### config.mk
export PLATFORM = sky130hd
export DESIGN_NAME = handball_referee
export DESIGN_NICKNAME = d
export VERILOG_FILES = /design/src/rtl/handball_pkg.sv /design/src/rtl/paddle_edge.sv /design/src/rtl/handball_referee.sv
export SDC_FILE = /design/constraint.sdc
export NUM_CORES = 1
export LEC_CHECK = 0
export CORE_MARGIN = 2
export CORE_UTILIZATION = 45
export CTS_CLUSTER_SIZE = 12
export DETAILED_ROUTE_END_ITERATION = 10
export GPL_TIMING_DRIVEN = 0
export PLACE_DENSITY = 0.74
export SLEW_MARGIN = 20
export SYNTH_ARGS = -nofsm -noshare
export SYNTH_HDL_FRONTEND = slang
export SYNTH_HIERARCHICAL = 1
export SYNTH_SLANG_ARGS = --single-unit
### constraint.sdc
create_clock -name CLKK -period 2.8 [get_ports CLKK]
set_input_delay 0.28 -clock CLKK [delete_from_list [all_inputs] [get_ports CLKK]]
set_output_delay 0.28 -clock CLKK [all_outputs]
set_load 0.01 [all_outputs]
### src/rtl/handball_pkg.sv
// handball_pkg -- shared definitions for the handball referee.
//
// Contents:
//   state_e         referee FSM encoding (IDLE, PLAY, WINDOW, SERVE, OVER)
//   BALL_AT_PADDLE  LGOUT pattern meaning the ball sits at the paddle end
//   RALLY_W/MISS_W  widths of the rally and miss counters
//   RALLY_MAX       saturation value of the rally counter
//   multi_hot()     true when more than one bit of a ball-position word is set
package handball_pkg;

    typedef enum logic [2:0] {
        ST_IDLE   = 3'd0,
        ST_PLAY   = 3'd1,
        ST_WINDOW = 3'd2,
        ST_SERVE  = 3'd3,
        ST_OVER   = 3'd4
    } state_e;

    localparam logic [7:0] BALL_AT_PADDLE = 8'h80;

    localparam int RALLY_W = 8;
    localparam int MISS_W  = 4;

    localparam logic [RALLY_W-1:0] RALLY_MAX = '1;

    // Clearing the lowest set bit leaves something only if a second bit was set.
    function automatic logic multi_hot(input logic [7:0] v);
        return (v & (v - 8'd1)) != 8'd0;
    endfunction

endpackage

### src/rtl/paddle_edge.sv
// paddle_edge -- conditions the asynchronous paddle button.
//
// Two-flop synchronizer, optional debounce filter, then rising-edge detect.
// The debounce filter is built only when REFEREE_DEBOUNCE_EN is defined; it
// accepts a new level after DEBOUNCE_CYCLES consecutive equal synchronized
// samples. Without the macro the synchronized value feeds the edge detector
// directly.
//
// Ports:
//   clk           in   system clock
//   rst           in   synchronous active-high reset
//   pulser_async  in   raw paddle button level
//   rise_pulse    out  one-cycle pulse on each accepted rising edge
//                      (combinational from flops, valid the cycle after the
//                      synchronized level turns high)
module paddle_edge #(
    parameter int DEBOUNCE_CYCLES = 4
) (
    input  logic clk,
    input  logic rst,
    input  logic pulser_async,
    output logic rise_pulse
);

    if (DEBOUNCE_CYCLES < 1) begin : g_bad_debounce_cfg
        $error("paddle_edge: DEBOUNCE_CYCLES must be at least 1");
    end

    logic sync1_q, sync1_d;
    logic sync2_q, sync2_d;
    logic prev_q,  prev_d;
    logic filt;

    always_comb begin
        sync1_d = pulser_async;
        sync2_d = sync1_q;
        prev_d  = filt;
    end

    always_ff @(posedge clk) begin
        if (rst) begin
            sync1_q <= 1'b0;
            sync2_q <= 1'b0;
            prev_q  <= 1'b0;
        end else begin
            sync1_q <= sync1_d;
            sync2_q <= sync2_d;
            prev_q  <= prev_d;
        end
    end

`ifdef REFEREE_DEBOUNCE_EN
    localparam int CNT_W = $clog2(DEBOUNCE_CYCLES + 1);

    logic             deb_q, deb_d;
    logic [CNT_W-1:0] cnt_q, cnt_d;
    logic [CNT_W-1:0] cnt_inc;

    // cnt_q counts consecutive samples that disagree with the accepted level;
    // any agreeing sample restarts the count.
    always_comb begin
        cnt_inc = cnt_q + 1'b1;
        deb_d   = deb_q;
        cnt_d   = '0;
        if (sync2_q != deb_q) begin
            if (cnt_inc == CNT_W'(DEBOUNCE_CYCLES)) begin
                deb_d = sync2_q;
            end else begin
                cnt_d = cnt_inc;
            end
        end
    end

    always_ff @(posedge clk) begin
        if (rst) begin
            deb_q <= 1'b0;
            cnt_q <= '0;
        end else begin
            deb_q <= deb_d;
            cnt_q <= cnt_d;
        end
    end

    assign filt = deb_q;
`else
    assign filt = sync2_q;
`endif

    assign rise_pulse = filt & ~prev_q;

endmodule

### src/rtl/handball_referee.sv
// handball_referee -- scores a one-player handball game.
//
// Watches the ball-position bus and the paddle button, decides returns,
// misses and fouls, and keeps rally / miss counts. Build option:
// REFEREE_DEBOUNCE_EN adds a DEBOUNCE_CYCLES debounce filter on the paddle.
//
// Ports:
//   CLKK       in   system clock
//   RESET      in   synchronous active-high reset
//   START      in   new game / serve request (level)
//   PULSER     in   paddle button, asynchronous level
//   LGOUT[7:0] in   ball position, bit7 = paddle end, bit0 = wall
//   HIT        out  one-cycle pulse, valid return
//   MISS       out  one-cycle pulse, ball left the paddle end unreturned
//   FOUL       out  one-cycle pulse, paddle pressed in PLAY
//   RALLY[7:0] out  consecutive hits this serve, saturating at 255
//   MISS_CNT   out  misses this game
//   SERVE_REQ  out  waiting for START after a miss
//   GAME_OVER  out  MISS_CNT reached MAX_MISSES
//   POS_ERR    out  sticky, LGOUT ever had more than one bit set
//
// HIT/FOUL appear three cycles after a PULSER rising edge: two synchronizer
// flops plus the registered outputs. The FSM state is held in state_q.
module handball_referee
    import handball_pkg::*;
#(
    parameter int MAX_MISSES      = 3,
    parameter int DEBOUNCE_CYCLES = 4
) (
    input  logic               CLKK,
    input  logic               RESET,
    input  logic               START,
    input  logic               PULSER,
    input  logic [7:0]         LGOUT,
    output logic               HIT,
    output logic               MISS,
    output logic               FOUL,
    output logic [RALLY_W-1:0] RALLY,
    output logic [MISS_W-1:0]  MISS_CNT,
    output logic               SERVE_REQ,
    output logic               GAME_OVER,
    output logic               POS_ERR
);

    if (MAX_MISSES < 1 || MAX_MISSES > 15) begin : g_bad_miss_cfg
        $error("handball_referee: MAX_MISSES must be within 1..15");
    end

    logic paddle_rise;

    paddle_edge #(
        .DEBOUNCE_CYCLES (DEBOUNCE_CYCLES)
    ) u_paddle_edge (
        .clk          (CLKK),
        .rst          (RESET),
        .pulser_async (PULSER),
        .rise_pulse   (paddle_rise)
    );

    state_e             state_q,    state_d;
    logic               armed_q,    armed_d;
    logic [RALLY_W-1:0] rally_q,    rally_d;
    logic [MISS_W-1:0]  miss_cnt_q, miss_cnt_d;
    logic               hit_q,      hit_d;
    logic               miss_q,     miss_d;
    logic               foul_q,     foul_d;
    logic               pos_err_q,  pos_err_d;

    logic               at_paddle;
    logic [MISS_W-1:0]  miss_cnt_inc;

    always_comb begin
        at_paddle    = (LGOUT == BALL_AT_PADDLE);
        miss_cnt_inc = miss_cnt_q + 1'b1;

        state_d    = state_q;
        rally_d    = rally_q;
        miss_cnt_d = miss_cnt_q;
        hit_d      = 1'b0;
        miss_d     = 1'b0;
        foul_d     = 1'b0;
        pos_err_d  = pos_err_q | multi_hot(LGOUT);
        // Re-arm once the ball has moved off the paddle end, so one visit to
        // 8'h80 opens at most one window.
        armed_d    = at_paddle ? armed_q : 1'b1;

        // START is checked first in every state: it outranks paddle and ball.
        case (state_q)
            ST_IDLE: begin
                if (START) begin
                    state_d    = ST_PLAY;
                    rally_d    = '0;
                    miss_cnt_d = '0;
                end
            end
            ST_PLAY: begin
                if (START) begin
                    rally_d = '0;
                end else if (paddle_rise) begin
                    foul_d = 1'b1;
                end else if (at_paddle && armed_q) begin
                    state_d = ST_WINDOW;
                    armed_d = 1'b0;
                end
            end
            ST_WINDOW: begin
                if (START) begin
                    state_d = ST_PLAY;
                    rally_d = '0;
                end else if (!at_paddle) begin
                    // Ball left the paddle end; a press in this same cycle
                    // is too late and still counts as a miss.
                    miss_d     = 1'b1;
                    miss_cnt_d = miss_cnt_inc;
                    rally_d    = '0;
                    state_d    = (miss_cnt_inc == MISS_W'(MAX_MISSES)) ? ST_OVER : ST_SERVE;
                end else if (paddle_rise) begin
                    hit_d   = 1'b1;
                    rally_d = (rally_q == RALLY_MAX) ? RALLY_MAX : rally_q + 1'b1;
                    state_d = ST_PLAY;
                end
            end
            ST_SERVE: begin
                if (START) begin
                    state_d = ST_PLAY;
                end
            end
            ST_OVER: begin
                if (START) begin
                    state_d    = ST_PLAY;
                    rally_d    = '0;
                    miss_cnt_d = '0;
                end
            end
            default: begin
                state_d = ST_IDLE;
            end
        endcase
    end

    always_ff @(posedge CLKK) begin
        if (RESET) begin
            state_q    <= ST_IDLE;
            armed_q    <= 1'b1;
            rally_q    <= '0;
            miss_cnt_q <= '0;
            hit_q      <= 1'b0;
            miss_q     <= 1'b0;
            foul_q     <= 1'b0;
            pos_err_q  <= 1'b0;
        end else begin
            state_q    <= state_d;
            armed_q    <= armed_d;
            rally_q    <= rally_d;
            miss_cnt_q <= miss_cnt_d;
            hit_q      <= hit_d;
            miss_q     <= miss_d;
            foul_q     <= foul_d;
            pos_err_q  <= pos_err_d;
        end
    end

    assign HIT       = hit_q;
    assign MISS      = miss_q;
    assign FOUL      = foul_q;
    assign RALLY     = rally_q;
    assign MISS_CNT  = miss_cnt_q;
    assign SERVE_REQ = (state_q == ST_SERVE);
    assign GAME_OVER = (state_q == ST_OVER);
    assign POS_ERR   = pos_err_q;

endmodule

==> flow_metrics.env <==
export IMPL_status="completed"
export IMPL_clockBufferDepth=2
export IMPL_antenna_found_initial=0
export IMPL_cts_tree="built"
export IMPL_start_util_pct=46.5
export IMPL_dp_cells=208
export IMPL_core_um2=2690
export IMPL_fin_crit_ps=2220
export IMPL_num_rows=19
export IMPL_grt_pass1_wl_um=4890
export IMPL_diodes=0
export IMPL_vdd_drop_max_mv=0.408
export IMPL_ys_flop_type="dfxtp_1"
export IMPL_fin_ws_ps=585
export IMPL_utilization_pct=59.8
export IMPL_skew_ps=11.0
export IMPL_critPathKind="in2reg"
export IMPL_holdPathEnd="u_paddle_edge/filt$_SDFF_PP0_"
export IMPL_clk_pin_slew_worst_paths_ps=130
export IMPL_cap_violations=0
export IMPL_drive_above_1_share_pct=9.39
export IMPL_clock_root_buffer="clkbuf_4"
export IMPL_cts_hold_buf=0
export IMPL_slew_viol_final=0
export IMPL_syn_cell_area_um2=1250
export IMPL_hold_path_startpoint="u_paddle_edge/sync1_q$_SDFF_PP0_"
export IMPL_fin_setup_tns_ps=0
export IMPL_worst_pin_slew_ps=541
export IMPL_p_leak_nw=0.517
export IMPL_largest_reg_flops=8
export IMPL_regToRegSetupSlack_ps=770
export IMPL_critPathMaxFanout=8
export IMPL_max_clock_freq_ghz=0.451
export IMPL_rr_worst_depth=5
export IMPL_first_global_vias=1162
export IMPL_p_per_area_nw_per_um2=512
export IMPL_drc=0
export IMPL_worstHoldPathCells=1
export IMPL_via_count=1218
export IMPL_gp_congestion=0.777
export IMPL_antenna_left=0
export IMPL_synthesis_nets=163
export IMPL_htree_levels=1
export IMPL_die_h_um=56.7
export IMPL_ys_types=48
export IMPL_layout_common_cells="clkdlybuf4s50_1, dfxtp_1, nand2_1, a21oi_1, o21ai_0"
export IMPL_synth_seq_cells=23
export IMPL_grt_max_degree=14
export IMPL_regArea_um2=460
export IMPL_endpoint_kind="flip-flop"
export IMPL_clkSinkCount=23
export IMPL_clkLatencyLatePin_ps=310
export IMPL_hold_path_class="reg2reg"
export IMPL_rr_startpoint="state_q[1]$_SDFFE_PP0P_"
export IMPL_crit_path_start_kind="input port"
export IMPL_synth_seq_area_share_pct=36.9
export IMPL_syn_to_final_growth_pct=28.6
export IMPL_finalSetupViolCount=0
export IMPL_globalRouteOverflowTotal=0
export IMPL_finalNonFillerCells=212
export IMPL_firstDrtPassIters=4
export IMPL_synth_cells=148
export IMPL_post_cts_setup_buffers=0
export IMPL_rsz0062_at_grt="no"
export IMPL_cts_resized_gates=0
export IMPL_synthArstFlopShare_pct=0
export IMPL_dp_hpwl_um=2200
export IMPL_vias_per_cell=5.75
export IMPL_timing_final_crit_share_pct=79.1
export IMPL_nets=197
export IMPL_layout_cells_most_common="clkdlybuf4s50_1"
export IMPL_r2r_end="MISS_CNT[2]$_SDFFE_PP0P_"
export IMPL_wl_per_cell_um=13.8
export IMPL_pin_count=30
export IMPL_fp_dieW_um=56.7
export IMPL_required_ps=3020
export IMPL_routed_wl_um=2940
export IMPL_yosys_warnings=6
export IMPL_arrival_ps=2440
export IMPL_grtUsageTotal_pct=18.7
export IMPL_n_fill_cell=244
export IMPL_die_area_um2=3210
export IMPL_synth_edf_count=0
export IMPL_cts_made_buffers=3
export IMPL_drt_iter0_markers=43
export IMPL_placed_area_um2=1580
export IMPL_dp_slack_ps=268
export IMPL_finalHoldViolCount=0
export IMPL_port_buffers=29
export IMPL_avgSynthCellArea_um2=8.44
export IMPL_multi_input_area_um2=768
export IMPL_final_area_um2=1610
export IMPL_slew_headroom_pct=63.6
[cell type report]
| class | instances | area share, % |
|---|---|---|
| multi-input combinational | 120 | 47.9 |
| sequential | 23 | 28.7 |
| timing repair buffer | 29 | 18.1 |
| tap | 31 | 2.42 |
| clock buffer | 3 | 1.40 |
| buffer | 4 | 1.01 |
| clock inverter | 1 | 0.312 |
| inverter | 1 | 0.234 |
[per-layer routing]
metal | GRT usage [%] | routed length, um
met1 | 23.2 | 1330
met5 | 0 | 0
met4 | 8.50 | 17
met2 | 31.1 | 1460
met3 | 3.46 | 126
[cell families (layout without fill, tap and decap cells)]
kind of cell,count (synthesis),count (layout),share of synthesized area (%)
simple gates,67,67,32.2
compound gates,48,48,24.7
flops,23,23,36.9
buf+inv,5,38,1.60
fa+ha+maj,4,4,3.81
mux,1,1,0.902
[worst max path at each step]
stage	end	cells past startpoint	from
after floorplan	state_q[0]$_SDFFE_PP0P_	6	MISS_CNT[0]$_SDFFE_PP0P_
after global placement	RALLY[2]$_SDFFE_PP0P_	6	LGOUT[1]
after detailed placement	RALLY[6]$_SDFFE_PP0P_	6	LGOUT[0]
after CTS	RALLY[6]$_SDFFE_PP0P_	6	LGOUT[0]
after global routing	RALLY[5]$_SDFFE_PP0P_	6	LGOUT[0]
final	RALLY[6]$_SDFFE_PP0P_	6	LGOUT[0]
[critical path, stage by stage]
cell	delay, ps
clkdlybuf4s50_1	440
nor4_1	530
nand2_1	230
nor3_2	480
o21ai_0	180
a211oi_1	290
[Yosys cell counts, types with 3 or more instances]
master,number,share of area [%]
a211oi_1,5,3.0
a21oi_1,16,6.4
a41oi_1,3,2.1
clkbuf_1,3,0.90
dfxtp_1,23,37
ha_1,3,3.0
nand2_1,17,5.1
nand3_1,7,2.8
nor2_1,9,2.7
nor2b_1,7,3.5
nor3b_1,5,3.0
o21ai_0,10,4.0
[power breakdown]
part	switching, mW	internal [mW]	total (mW)
registers	0.0309	0.349	0.379
logic	0.164	0.128	0.292
clock network	0.0981	0.0532	0.151
total	0.293	0.530	0.823
[stage by stage]
step	power [mW]	hold WS [ps]
2_1_floorplan	0.582	352
3_3_place_gp	0.662	420
3_5_place_dp	0.672	436
4_1_cts	0.825	460
5_1_grt	0.876	475
6_report	0.823	458
(Power assumes the default switching activity.)
